[config.mk]
export PLATFORM = sky130hd
export DESIGN_NAME = rs232_frame_dec
export DESIGN_NICKNAME = d
export VERILOG_FILES = /design/src/rtl/rs232_frame_dec.sv
export SDC_FILE = /design/constraint.sdc
export NUM_CORES = 1
export LEC_CHECK = 0
export ABC_AREA = 1
export CAP_MARGIN = 5
export CORE_AREA = 2 2 94 96
export DETAILED_ROUTE_END_ITERATION = 8
export DIE_AREA = 0 0 96 98
export PLACE_DENSITY = 0.65
export SETUP_SLACK_MARGIN = 0.05
export SYNTH_ARGS = -nofsm -noshare
export SYNTH_HDL_FRONTEND = slang
export SYNTH_SLANG_ARGS = --single-unit
export TNS_END_PERCENT = 100
[constraint.sdc]
create_clock -name clk_i -period 1.4 [get_ports clk_i]
set_input_delay 0.28 -clock clk_i [delete_from_list [all_inputs] [get_ports clk_i]]
set_output_delay 0.28 -clock clk_i [all_outputs]
set_load 0.02 [all_outputs]
[src/rtl/rs232_frame_dec.sv]
// Frame decoder behind the RS-232 receiver: assembles SYNC/CMD/DATA_H/DATA_L/CHK
// frames and reports a validated command/argument or a single error pulse.
module rs232_frame_dec #(
    parameter logic [7:0]           SyncByte   = 8'hA5,
    parameter int unsigned          ToutWidth  = 16,
    parameter logic [ToutWidth-1:0] ToutCycles = ToutWidth'(50000)
) (
    input  logic        clk_i,
    input  logic        rst_i,
    input  logic [7:0]  din_i,
    input  logic        eor_i,
    input  logic        pcheck_i,
    output logic [7:0]  cmd_o,
    output logic [15:0] data_o,
    output logic        valid_o,
    output logic        err_chk_o,
    output logic        err_par_o,
    output logic        err_tout_o,
    output logic        busy_o
);

    localparam logic [ToutWidth-1:0] ToutLast = ToutCycles - ToutWidth'(1);

    typedef enum logic [2:0] {
        S_IDLE,
        S_CMD,
        S_DH,
        S_DL,
        S_CHK
    } state_t;

    state_t               state_q, state_d;
    logic                 eor_q;
    logic [ToutWidth-1:0] tout_q, tout_d;
    logic [7:0]           cmd_r, cmd_d;
    logic [7:0]           dh_r, dh_d;
    logic [7:0]           dl_r, dl_d;
    logic [7:0]           chk_r, chk_d;
    logic [7:0]           cmd_o_d;
    logic [15:0]          data_o_d;
    logic                 valid_d, err_chk_d, err_par_d, err_tout_d, busy_d;
    logic                 stb;

    // A held eor_i level yields exactly one byte strobe.
    assign stb = eor_i & ~eor_q;

    // Next-state, datapath and pulse decode.
    always_comb begin
        state_d    = state_q;
        tout_d     = tout_q;
        cmd_d      = cmd_r;
        dh_d       = dh_r;
        dl_d       = dl_r;
        chk_d      = chk_r;
        cmd_o_d    = cmd_o;
        data_o_d   = data_o;
        valid_d    = 1'b0;
        err_chk_d  = 1'b0;
        err_par_d  = 1'b0;
        err_tout_d = 1'b0;

        if (state_q == S_IDLE || stb) begin
            tout_d = '0;
        end else begin
            tout_d = tout_q + ToutWidth'(1);
        end

        if (state_q == S_IDLE) begin
            if (stb && din_i == SyncByte && !pcheck_i) begin
                state_d = S_CMD;
            end
        end else if (stb && pcheck_i) begin
            // Parity beats checksum evaluation, including in S_CHK.
            err_par_d = 1'b1;
            state_d   = S_IDLE;
        end else if (stb) begin
            case (state_q)
                S_CMD: begin
                    cmd_d   = din_i;
                    chk_d   = din_i;
                    state_d = S_DH;
                end
                S_DH: begin
                    dh_d    = din_i;
                    chk_d   = chk_r ^ din_i;
                    state_d = S_DL;
                end
                S_DL: begin
                    dl_d    = din_i;
                    chk_d   = chk_r ^ din_i;
                    state_d = S_CHK;
                end
                S_CHK: begin
                    if (din_i == chk_r) begin
                        valid_d  = 1'b1;
                        cmd_o_d  = cmd_r;
                        data_o_d = {dh_r, dl_r};
                    end else begin
                        err_chk_d = 1'b1;
                    end
                    state_d = S_IDLE;
                end
                default: state_d = S_IDLE;
            endcase
        end else if (tout_q == ToutLast) begin
            err_tout_d = 1'b1;
            state_d    = S_IDLE;
        end

        busy_d = (state_d != S_IDLE);
    end

    // State, datapath and registered outputs.
    always_ff @(posedge clk_i or negedge rst_i) begin
        if (!rst_i) begin
            state_q    <= S_IDLE;
            eor_q      <= 1'b0;
            tout_q     <= '0;
            cmd_r      <= '0;
            dh_r       <= '0;
            dl_r       <= '0;
            chk_r      <= '0;
            cmd_o      <= '0;
            data_o     <= '0;
            valid_o    <= 1'b0;
            err_chk_o  <= 1'b0;
            err_par_o  <= 1'b0;
            err_tout_o <= 1'b0;
            busy_o     <= 1'b0;
        end else begin
            state_q    <= state_d;
            eor_q      <= eor_i;
            tout_q     <= tout_d;
            cmd_r      <= cmd_d;
            dh_r       <= dh_d;
            dl_r       <= dl_d;
            chk_r      <= chk_d;
            cmd_o      <= cmd_o_d;
            data_o     <= data_o_d;
            valid_o    <= valid_d;
            err_chk_o  <= err_chk_d;
            err_par_o  <= err_par_d;
            err_tout_o <= err_tout_d;
            busy_o     <= busy_d;
        end
    end

endmodule
# [Word level (Yosys, flattened, before mapping)]
# Index checks and enable logic that the tools add are counted.
[word_totals] regBits=81 inputBits=12 output_inout_bits=29 wordCells=65
[op_classes] n_addsub=1 eq_ne=7 n_mux=24 n_bitwise=5 reduce_logical=14
[ops] op="adder 16 x 1 -> 16 bit, second input constant" count=1
[ops] op="== test 16 bit, second input constant" count=1
[ops] op="two-way mux 1 bit" count=16
[ops] op="two-way mux 16 bit" count=1
[ops] op="case mux 8 bit (2 select lines)" count=1
[ops] op="AND reduction 4 bit" count=4
[ops] op="two-way mux 3 bit" count=5
[ops] op="case mux 3 bit (3 select lines)" count=1
[ops] op="== test 8 bit" count=1
[ops] op="== test 8 bit, second input constant" count=1
[ops] op="XOR 8 bit" count=1
[ops] op="== test 3 x 2 -> 1 bit, second input constant" count=2
[ops] op="AND reduction 5 bit" count=1
[ops] op="== test 3 x 1 -> 1 bit, second input constant" count=1
[ops] op="== test 3 bit, second input constant" count=1
[ops] op="logical AND 1 bit" count=3
[ops] op="zero test 3 bit" count=1
[ops] op="NOT 1 bit" count=3
[ops] op="nonzero test 3 bit" count=1
[ops] op="nonzero test 2 bit" count=1
[ops] op="OR reduction 2 bit" count=1
[ops] op="bitwise AND 1 bit" count=1
[ops] op="zero test 1 bit" count=1
[ops] op="logical OR 1 bit" count=1

# [Logic depth before layout (Yosys ltp)]
# Gate-level depths: netlist of the first run.
[logic_depth] ltp_word=7 ltp_mapped=10 mapped_depth_nobuf=10

# [Least setup slack after synthesis of the first run]
# No wires, ideal clock.
[synth_path] path_kind="reg2reg" startpoint="register state_q[1]" endpoint="register data_o[10]" setup_time_ns=0.117 arrival_ns=1.202 t_required_ns=1.283 setup_slack_ns=0.081 path_stages_with_launch=8 cell_sequence="dfrtp_1 nor2_4 nand2_4 nor2_8 nand3_4 buf_6 nand2_1 nand2_1"
[synth_via] elab_chain_cells=3 elab_cells_between_ends=4 cone_classes="eq/ne: 1; bitwise: 1; reduce/logical: 2"
[synth_rtl] element="start, declared" line_no="32" text="state_t state_q, state_d;"
[synth_rtl] element="start signal, assigned" line_no="131" text="state_q <= state_d;"
[synth_rtl] element="zero test 3 bit" line_no="68" text="if (state_q == S_IDLE) begin"
[synth_rtl] element="NOT 1 bit (no source line)"
[synth_rtl] element="AND reduction 5 bit (no source line) *"
[synth_rtl] element="end signal, assigned" line_no="139" text="data_o <= data_o_d;"
[synth_rtl] element="end, declared" line_no="14" text="output logic [15:0] data_o,"
# Mark *: on every way between the ends. The rest lies on a longest branch, timed or not.
# A chain may end at the register's enable or synchronous reset.

# [Worst setup path after layout of the first run]
[layout_path] startpoint="register eor_q" endpoint="register cmd_o[4]"
[layout_via] elab_chain_cells=5
[layout_rtl] element="start, declared" line_no="33" text="logic eor_q;"
[layout_rtl] element="start signal, assigned" line_no="132" text="eor_q <= eor_i;"
[layout_rtl] element="NOT 1 bit *" line_no="45" text="assign stb = eor_i & ~eor_q;"
[layout_rtl] element="bitwise AND 1 bit *" line_no="45"
[layout_rtl] element="logical AND 1 bit" line_no="72" text="end else if (stb && pcheck_i) begin"
[layout_rtl] element="NOT 1 bit (no source line)"
[layout_rtl] element="AND reduction 5 bit (no source line) *"
[layout_rtl] element="end signal, assigned" line_no="138" text="cmd_o <= cmd_o_d;"
[layout_rtl] element="end, declared" line_no="13" text="output logic [7:0] cmd_o,"
# Marked as above.

==> impl_metrics.tcl, run 1 <==
set metrics [dict create \
    critPathBufInv 2 \
    cts.sinks 81 \
    ys_types 25 \
    path_cells "nor2_4 -> nand2_4 -> buf_12 -> nor2_8 -> buf_6 -> nand3_4 -> nand2_2 -> nand2_1" \
    die_area_um2 9410 \
    start_util 0.440 \
    synth-simple-area-share 0.293 \
    cts_tree "yes" \
    start_kind "flip-flop" \
    grt_max_degree 82 \
    rsz0062_at_grt "yes" \
    cp-end-kind "flip-flop" \
    status "complete, but fails checks" \
    vias 3303 \
    critPathMaxFanout 7 \
    nFillCells 659 \
    fin_cells 670 \
    drtPass1Iterations 5 \
    clock_latency_ns 0.36 \
    power_leakage_uw 0.00271 \
    drt_iter0_markers 184 \
    io_pins 41 \
    synthXorXnorAreaFrac 0.0329 \
    diodes 0 \
    ys_ff_latch 81 \
    finalCriticalPeriod_ns 1.47 \
    core-area_um2 8470 \
    crit_cells 8 \
    die_w_um 96 \
    dpl.cell_count 627 \
    setup_viol 19 \
    wl_per_cell_um 14.6 \
    path_class "flip-flop to flip-flop" \
    yosysSeqAreaShare 0.544 \
    totalWireLength_um 9750 \
    tightest_slew_ns 0.431 \
    cp_slowest_cell "dfrtp_1" \
    syn-num-nets 460 \
    synth_adder_area_share 0.00336 \
    fin_crit_sh 1.05 \
    crit_path_max_incr_delay_ns 0.40 \
    routed_via_density 4.93 \
    finClkSkew_ns 0.00953 \
    clk_pin_slew_ns 0.08 \
    cp.arrival_ns 1.72 \
    syn-cell-area_um2 3720 \
    critical-path-top-delay-family "simple AND/OR/NAND/NOR gates" \
    holdPathStages 1 \
    peakVddDrop_mv 0.540 \
    cts-root-buf "clkbuf_8" \
    synth_top_family_by_area "simple AND/OR/NAND/NOR gates" \
    crit_required_ns 1.65 \
    tns_ns -0.527 \
    synth_cells 447 \
    place_congestion 0.875 \
    clockBufferDepth 2 \
    row_count 34 \
    slew_violations 0 \
    worst_slack_ns -0.0710 \
    failed_checks "negative setup slack" \
    worst_r2r_path_depth 8 \
    hpwlAfterDp_um 5590 \
    ys_warn_count 0 \
    cts_made_buffers 9 \
    antenna_found_initial 0 \
    hp-class "input port to flip-flop" \
    timing.fmax_mhz 680 \
    synthMuxAreaShare 0 \
    slew_headroom 0.713 \
    finalHoldViolCount 0 \
    synth_compound_area_frac 0.0537 \
    cts_max_level 3 \
    die_h_um 98 \
    postRouteAntennaNets 0 \
    nNetsFinal 570 \
    grt_use_total 0.208 \
    syn_area_per_cell_um2 8.33 \
    grt_first_pass_wirelength_um 15000 \
    drv_cap 0 \
    drive_above_1_share 0.395 \
    area_growth_pct 44.9 \
    post-route-drc-count 0 \
    grt_pass1_vias 3165 \
    io_buffers 40 \
    grt_overflow 0 \
    power_density_nw_per_um2 851 \
]
## cells by family after synthesis
kind of cell	Yosys count
buffers and inverters	58
AO/OA/AOI/OAI	39
AND/OR/NAND/NOR	254
adder cells (fa/ha/maj)	1
XOR/XNOR	14
flip-flops	81
## registers in the layout, indices dropped and copies added (netlist names), 3 cells and up
register,flops
chk_r,8
cmd_o,8
cmd_r,8
data_o,16
dh_r,8
dl_r,8
state_q,3
tout_q,16
## Yosys cell counts
library cell	count	area [µm²]
nand2_1	155	582
dfrtp_1	81	2030
nor2_1	48	180
inv_1	41	154
nand3_1	33	165
o21ai_0	28	140
xor2_1	12	105
a21oi_1	8	40.0
buf_6	6	67.6
inv_2	6	22.5
nor3_1	6	30.0
buf_2	3	15.0
nand2_2	3	18.8
nor2_4	3	33.8
nand2_4	2	22.5
o21bai_1	2	15.0
xnor2_1	2	17.5
buf_4	1	7.51
clkinv_1	1	3.75
ha_1	1	12.5
nand3_4	1	17.5
nand4_1	1	6.26
nor2_8	1	20.0
nor3_4	1	16.3
o21ai_1	1	5.00
## metal layers
metal,GRT usage,routed length (µm),vias up
met5,0,0,-
met4,0.0758,201,0
met3,0.0347,438,17
met2,0.316,4810,82
met1,0.300,4300,1585
li1,-,-,1619
## final timing paths
path                       startpoint  endpoint  slack, ns
max                             eor_q  cmd_o[4]      -0.07
min                             eor_i     eor_q       0.20
max reg2reg                     eor_q  cmd_o[4]      -0.07
min reg2reg                  cmd_o[5]  cmd_o[5]       0.48
max in group asynchronous       rst_i  cmd_o[2]       0.59
min in group asynchronous       rst_i    busy_o       0.47
## cell type report
class	count	area [µm²]	area share
clock buffer	9	124	0.0230
inverter	48	186	0.0345
timing repair inverter	1	7.51	0.00139
multi-input combinational	310	1860	0.345
tap	108	135	0.0250
timing repair buffer	106	972	0.180
sequential	81	2030	0.376
clock inverter	7	77.6	0.0144
## through the flow
stage	hold WS, ns	setup slack, ns	utilization	instance area [µm²]	power [µW]
floorplan	-0.0156	0.0814	-	3720	2580
global placement	0.338	-0.447	0.538	4560	2770
detailed placement	0.341	-0.498	0.538	4560	2770
CTS	0.186	-0.0367	0.593	5020	4560
global route	0.193	-0.127	0.637	5400	4760
finish	0.197	-0.0710	0.637	5400	4590
## where the power goes
part	total [µW]	internal [µW]	switching [µW]
Clock	1770	839	929
Combinational	401	165	236
Sequential	2420	2380	38.0
## layout by cell type (no fill, tap or decap), types with 11 or more instances in the layout
| cell type | count |
|---|---|
| nand2_1 | 114 |
| xor2_1 | 11 |
| nand3_1 | 14 |
| o21ai_1 | 14 |
| nor2_1 | 34 |
| buf_4 | 41 |
| dfrtp_1 | 78 |
| inv_1 | 30 |
| nand3_2 | 18 |
| clkbuf_2 | 20 |
| nor2_4 | 11 |
| inv_2 | 16 |
| buf_6 | 16 |
| nand2_2 | 34 |
| o21ai_0 | 11 |
## what timing repair did
action / CTS / global route
buffers inserted: 13 / 10
hold buffers: 1 / 0
gates resized for setup: 99 / 153
gates cloned: 3 / 3
pin swaps: 17 / 43
endpoints found under the hold margin: 81 / 0
endpoints found under the setup margin: 74 / 98
Power figures use the tool's default switching activity.
==> inputs of run 2 (changes only) <==
--- a/config.mk
+++ b/config.mk
@@ -7,10 +7,11 @@
 export LEC_CHECK = 0
 export ABC_AREA = 1
 export CAP_MARGIN = 5
-export CORE_AREA = 2 2 94 96
+export CORE_AREA = 2 2 115 117
 export DETAILED_ROUTE_END_ITERATION = 8
-export DIE_AREA = 0 0 96 98
-export PLACE_DENSITY = 0.65
+export DIE_AREA = 0 0 117 119
+export PLACE_DENSITY = 0.49
+export REMOVE_ABC_BUFFERS = 1
 export SETUP_SLACK_MARGIN = 0.05
 export SYNTH_ARGS = -nofsm -noshare
 export SYNTH_HDL_FRONTEND = slang
==> constraint.sdc (replaced) <==
create_clock -name clk_i -period 1.3 [get_ports clk_i]
set_input_delay 0.26 -clock clk_i [delete_from_list [all_inputs] [get_ports clk_i]]
set_output_delay 0.26 -clock clk_i [all_outputs]
set_load 0.02 [all_outputs]
==> run 2 against run 1 <==
Against the previous run:
- the flow still finishes with violations (negative setup slack)
- sequential cell count is the same
- routed wire length shrank 2.2%
- combinational power grew 3%
- via count shrank 2.7%
- power grew 18%
- fmax grew 5.1%
- clock power grew 35%
- critical path depth is the same
- design area grew 5.1%
- utilization shrank 20 points
- largest cell class unchanged
- largest power group unchanged
==> impl_metrics.tcl, run 2 (synthesis results as in run 1) <==
set metrics [dict create \
    status "complete, but fails checks" \
    failed_checks "negative setup slack" \
    cts_made_buffers 9 \
    rr_endpoint "cmd_o[3]" \
    rrSetupSlack_ns -0.10 \
    finClkSkew_ns 0.0131 \
    dpl.cell_count 703 \
    grt_first_pass_wirelength_um 15500 \
    hp-class "input port to flip-flop" \
    grt_use_total 0.143 \
    total_power_uw 5420 \
    die_area_um2 13900 \
    cts.sinks 81 \
    antenna_found_initial 0 \
    grt_overflow 0 \
    slew_headroom 0.739 \
    final_cell_mix "99 x nand2_1, 79 x dfrtp_1, 49 x buf_4, 42 x nand2_2, 37 x nor2_1" \
    tightest_slew_ns 0.388 \
    post-route-drc-count 0 \
    cts-root-buf "clkbuf_16" \
    diodes 0 \
    io_pins 41 \
    place_congestion 0.847 \
    clockBufferDepth 2 \
    totalWireLength_um 9540 \
    grt_max_degree 32 \
    power_density_nw_per_um2 956 \
    start_kind "flip-flop" \
    crit_required_ns 1.52 \
    peakVddDrop_mv 0.570 \
    postRouteAntennaNets 0 \
    clock_latency_ns 0.34 \
    area_growth_pct 52.2 \
    drt_iter0_markers 129 \
    finalCriticalPeriod_ns 1.40 \
    rsz0062_at_grt "yes" \
    vias 3215 \
    r2r-start "eor_q" \
    fin_crit_sh 1.08 \
    drtPass1Iterations 4 \
    reg_top3 "data_o x16, tout_q x16" \
    io_buffers 40 \
    crit_start "eor_q" \
    cts_max_level 3 \
    drive_above_1_share 0.436 \
    slew_violations 0 \
    setup_viol 45 \
    cp-end-kind "flip-flop" \
    routed_via_density 4.32 \
    cts_tree "yes" \
    cp.arrival_ns 1.62 \
    clk_pin_slew_ns 0.06 \
    power_leakage_uw 0.00282 \
    core-area_um2 12900 \
    drv_cap 0 \
    hpwlAfterDp_um 6010 \
    worst_r2r_path_depth 8 \
    wl_per_cell_um 12.8 \
    timing.fmax_mhz 714 \
    nNetsFinal 577 \
    holdPathStages 1 \
    fin_util 0.440 \
    die_h_um 119 \
    row_count 42 \
    holdPathEnd "eor_q" \
    grt_pass1_vias 3220 \
    nFillCells 1239 \
    path_class "flip-flop to flip-flop" \
    fin_cells 745 \
    die_w_um 117 \
    critPathMaxFanout 7 \
    finalHoldViolCount 0 \
    final_common_cell "nand2_1" \
    start_util 0.289 \
    worst_slack_ns -0.100 \
    holdCritStartpoint "eor_i" \
]
==> run 2: how the worst max path moves through the flow <==
| stage | depth (start not counted) | slack, ns | endpoint |
|---|---|---|---|
| after floorplan | 6 | -0.14 | cmd_o[0] |
| after global placement | 11 | -0.51 | cmd_o[3] |
| after detailed placement | 11 | -0.53 | cmd_o[3] |
| after CTS | 7 | -0.09 | cmd_o[3] |
| after global routing | 8 | -0.15 | cmd_o[3] |
| final | 8 | -0.10 | cmd_o[3] |
==> run 2: per-stage QoR <==
step	hold slack, ns	instance area (µm²)	TNS [ns]	worst slack (ns)
3_3_place_gp	0.183	4730	-28.67	-0.506
2_1_floorplan	-0.0356	3630	-3.48	-0.143
3_5_place_dp	0.188	4730	-29.56	-0.529
6_report	0.191	5670	-2.73	-0.100
4_1_cts	0.180	5390	-2.90	-0.0898
5_1_grt	0.199	5670	-6.45	-0.154
==> run 2: worst max-delay path, cell delays in order (launching register included) <==
cell and delay, ns:
dfrtp_1 0.39, nor2_4 0.13, nand2_4 0.07, buf_6 0.13
nor2_8 0.10, nand3_4 0.16, buf_12 0.19, nand2_2 0.06
nand2_2 0.05
==> run 2: final cells by class <==
| class | count | area, µm² | area share |
|---|---|---|---|
| Sequential cell | 81 | 2030 | 0.358 |
| Clock buffer | 11 | 243 | 0.0428 |
| Timing Repair inverter | 1 | 6.26 | 0.00110 |
| Multi-Input combinational cell | 309 | 1880 | 0.331 |
| Clock inverter | 5 | 37.5 | 0.00662 |
| Tap cell | 176 | 220 | 0.0388 |
| Inverter | 48 | 195 | 0.0344 |
| Timing Repair Buffer | 114 | 1060 | 0.187 |
==> run 2: power breakdown <==
part	switching, µW	leakage, µW	internal [µW]
sequential	42.8	0.00112	2570
clock	1040	0.000133	1360
combinational	239	0.00157	176
total	1320	0.00282	4100
==> run 2: metal layers <==
| layer | GRT usage | wire length, µm | vias to the layer above |
|---|---|---|---|
| li1 | - | - | 1637 |
| met3 | 0.0310 | 315 | 12 |
| met1 | 0.198 | 4520 | 1519 |
| met4 | 0.0537 | 165 | 0 |
| met5 | 0 | 0 | - |
| met2 | 0.220 | 4530 | 47 |
==> run 2: what timing repair did <==
item | 4_1_cts | 5_1_grt
cloned | 4 | 2
hold endpoints to repair | 21 | 0
gates resized for setup | 169 | 130
hold buffers | 1 | 0
pin swaps | 24 | 22
buffers inserted | 15 | 5
setup endpoints to repair | 100 | 97
==> inputs of run 3 (changes only) <==
--- a/config.mk
+++ b/config.mk
@@ -6,11 +6,13 @@
 export NUM_CORES = 1
 export LEC_CHECK = 0
 export ABC_AREA = 1
-export CAP_MARGIN = 5
+export CAP_MARGIN = 20
+export CELL_PAD_IN_SITES_DETAIL_PLACEMENT = 0
+export CELL_PAD_IN_SITES_GLOBAL_PLACEMENT = 1
 export CORE_AREA = 2 2 115 117
 export DETAILED_ROUTE_END_ITERATION = 8
 export DIE_AREA = 0 0 117 119
-export PLACE_DENSITY = 0.49
+export PLACE_DENSITY = 0.61
 export REMOVE_ABC_BUFFERS = 1
 export SETUP_SLACK_MARGIN = 0.05
 export SYNTH_ARGS = -nofsm -noshare
==> run 3 against run 2 <==
Against the previous run:
- the run still ends with negative setup slack left
- sequential cell count did not move
- worst hold slack got worse by 0.0028 ns
- fmax fell by 4.5%
- via count grew 2.3%
- clock skew is 0.0073 ns lower
- count of clock-buffer cells in the layout is 1 lower
- utilization grew 1.7 points
- cell count rose by 0.94%
- highest routed layer unchanged
==> impl_metrics.tcl, run 3 (synthesis results as in run 1) <==
set metrics [dict create \
    status "complete, but fails checks" \
    failed_checks "negative setup slack" \
    top_layer "met4" \
    antenna_found_initial 0 \
    worst_slack_ns -0.167 \
    grt_use_total 0.140 \
    start_kind "flip-flop" \
    finClkSkew_ns 0.00588 \
    crit_path_max_incr_delay_ns 0.39 \
    vias 3289 \
    row_count 42 \
    drtPass1Iterations 4 \
    rsz0062_at_grt "yes" \
    power_leakage_uw 0.00300 \
    grt_first_pass_wirelength_um 15200 \
    drt_iter0_markers 93 \
    drt-met1-wl_um 4920 \
    slew_headroom 0.742 \
    dr_wl_met2_um 4820 \
    post-route-drc-count 0 \
    fin_crit_sh 1.13 \
    wl_per_cell_um 13.5 \
    grt_overflow 0 \
    cts.sinks 81 \
    cts_made_buffers 9 \
    drv_cap 0 \
    wl_met3_um 230 \
    area_growth_pct 58.2 \
    dp_slack_ns -0.532 \
    cp_slowest_cell "dfrtp_1" \
    total_power_uw 5520 \
    diodes 0 \
    hpwlAfterDp_um 6100 \
    power_density_nw_per_um2 938 \
    slew_violations 0 \
    grt_pass1_vias 3088 \
    path_class "flip-flop to flip-flop" \
    clockBufferDepth 2 \
    final_common_cell "nand2_1" \
    worst_r2r_path_depth 10 \
    dpl.cell_count 707 \
    path_cells "inv_2 -> nand2_2 -> nand2_2 -> buf_6 -> nor2_4 -> nand2_2 -> nor2_4 -> clkbuf_16 -> nand3_1 -> nand2_1" \
    postRouteAntennaNets 0 \
    nNetsFinal 584 \
    place_congestion 0.825 \
    reg_top3 "data_o x16, tout_q x16" \
    cp-end-kind "flip-flop" \
    finalHoldViolCount 0 \
    cts_tree "yes" \
    io_buffers 40 \
    io_pins 41 \
    die_h_um 119 \
    die_w_um 117 \
    start_util 0.289 \
    tns_ns -4.18 \
    holdPathStages 1 \
    crit_required_ns 1.58 \
    clk_pin_slew_ns 0.06 \
    timing.fmax_mhz 682 \
    final_cell_mix "102 x nand2_1, 79 x dfrtp_1, 48 x buf_4, 33 x nand2_2, 31 x nor2_1" \
    critPathMaxFanout 6 \
    totalWireLength_um 10200 \
    drive_above_1_share 0.453 \
    setup_viol 46 \
    worst_path_most_repeated_cell "nand2_2" \
    routed_via_density 4.37 \
    die_area_um2 13900 \
    finalCriticalPeriod_ns 1.47 \
    cp.arrival_ns 1.74 \
    clock_latency_ns 0.34 \
    tightest_slew_ns 0.387 \
    hp-class "input port to flip-flop" \
    fin_util 0.458 \
    cts_max_level 3 \
    peakVddDrop_mv 0.493 \
    core-area_um2 12900 \
    cts-root-buf "clkbuf_16" \
    fin_cells 752 \
    grt_max_degree 31 \
]
-- run 3: cell types whose count changed in the layout (fill, tap and decap cells not counted), moves of 5 or more --
cell / delta
o21ai_1: +13
buf_6: +9
nand2_2: -9
o21ai_0: -9
nand3_1: -8
dlygate4sd2_1: -6
dlymetal6s2s_1: +6
nand2_4: +6
nor2_1: -6
nand3_2: +5
-- run 3: metal layers --
layer	up-vias	global-route usage
met5	-	0
met4	0	0.0618
met3	12	0.0183
met2	45	0.213
met1	1578	0.198
li1	1654	-
-- run 3: metrics by stage --
step	hold slack, ns	area [µm²]
after global placement	0.202	4750
after floorplan	-0.0356	3630
after CTS	0.183	5230
after global routing	0.195	5890
after detailed placement	0.204	4750
final	0.189	5890
-- run 3: power by group --
| group | internal, µW | leakage (µW) | switching, µW |
|---|---|---|---|
| combinational | 196 | 0.00173 | 249 |
| sequential | 2570 | 0.00112 | 46.7 |
| clock | 1370 | 0.000145 | 1090 |
-- run 3: worst paths after layout --
path,slack [ns],startpoint,to
min in group asynchronous,0.39,rst_i,data_o[1]
worst min-delay path,0.19,eor_i,eor_q
max in group asynchronous,0.41,rst_i,busy_o
worst max-delay path,-0.17,chk_r[5],data_o[3]
worst max register to register,-0.17,chk_r[5],data_o[3]
worst min register to register,0.47,data_o[7],data_o[7]
-- run 3: layout make-up --
class,instances,area (µm²)
clock inverters,6,51.3
repair buffers,121,1160
repair inverters,1,6.26
well taps,176,220
fillers,1250,6980
inverters,48,203
multi-input cells,309,1980
clock buffers,10,239
flip-flops and latches,81,2030
-- run 3: worst max-delay path, delay by kind of cell, from the launching register on --
kind,cells,cell delay (ns)
AND/OR/NAND/NOR,7,0.63
flip-flops,1,0.39
buffers and inverters,3,0.37
-- run 3: what timing repair did --
item | CTS | global route
hold buffers | 1 | 0
hold endpoints to repair | 23 | 0
resized for setup | 170 | 167
gates cloned | 1 | 7
endpoints found under the setup margin | 108 | 91
buffers inserted | 5 | 16
pin swaps | 21 | 56
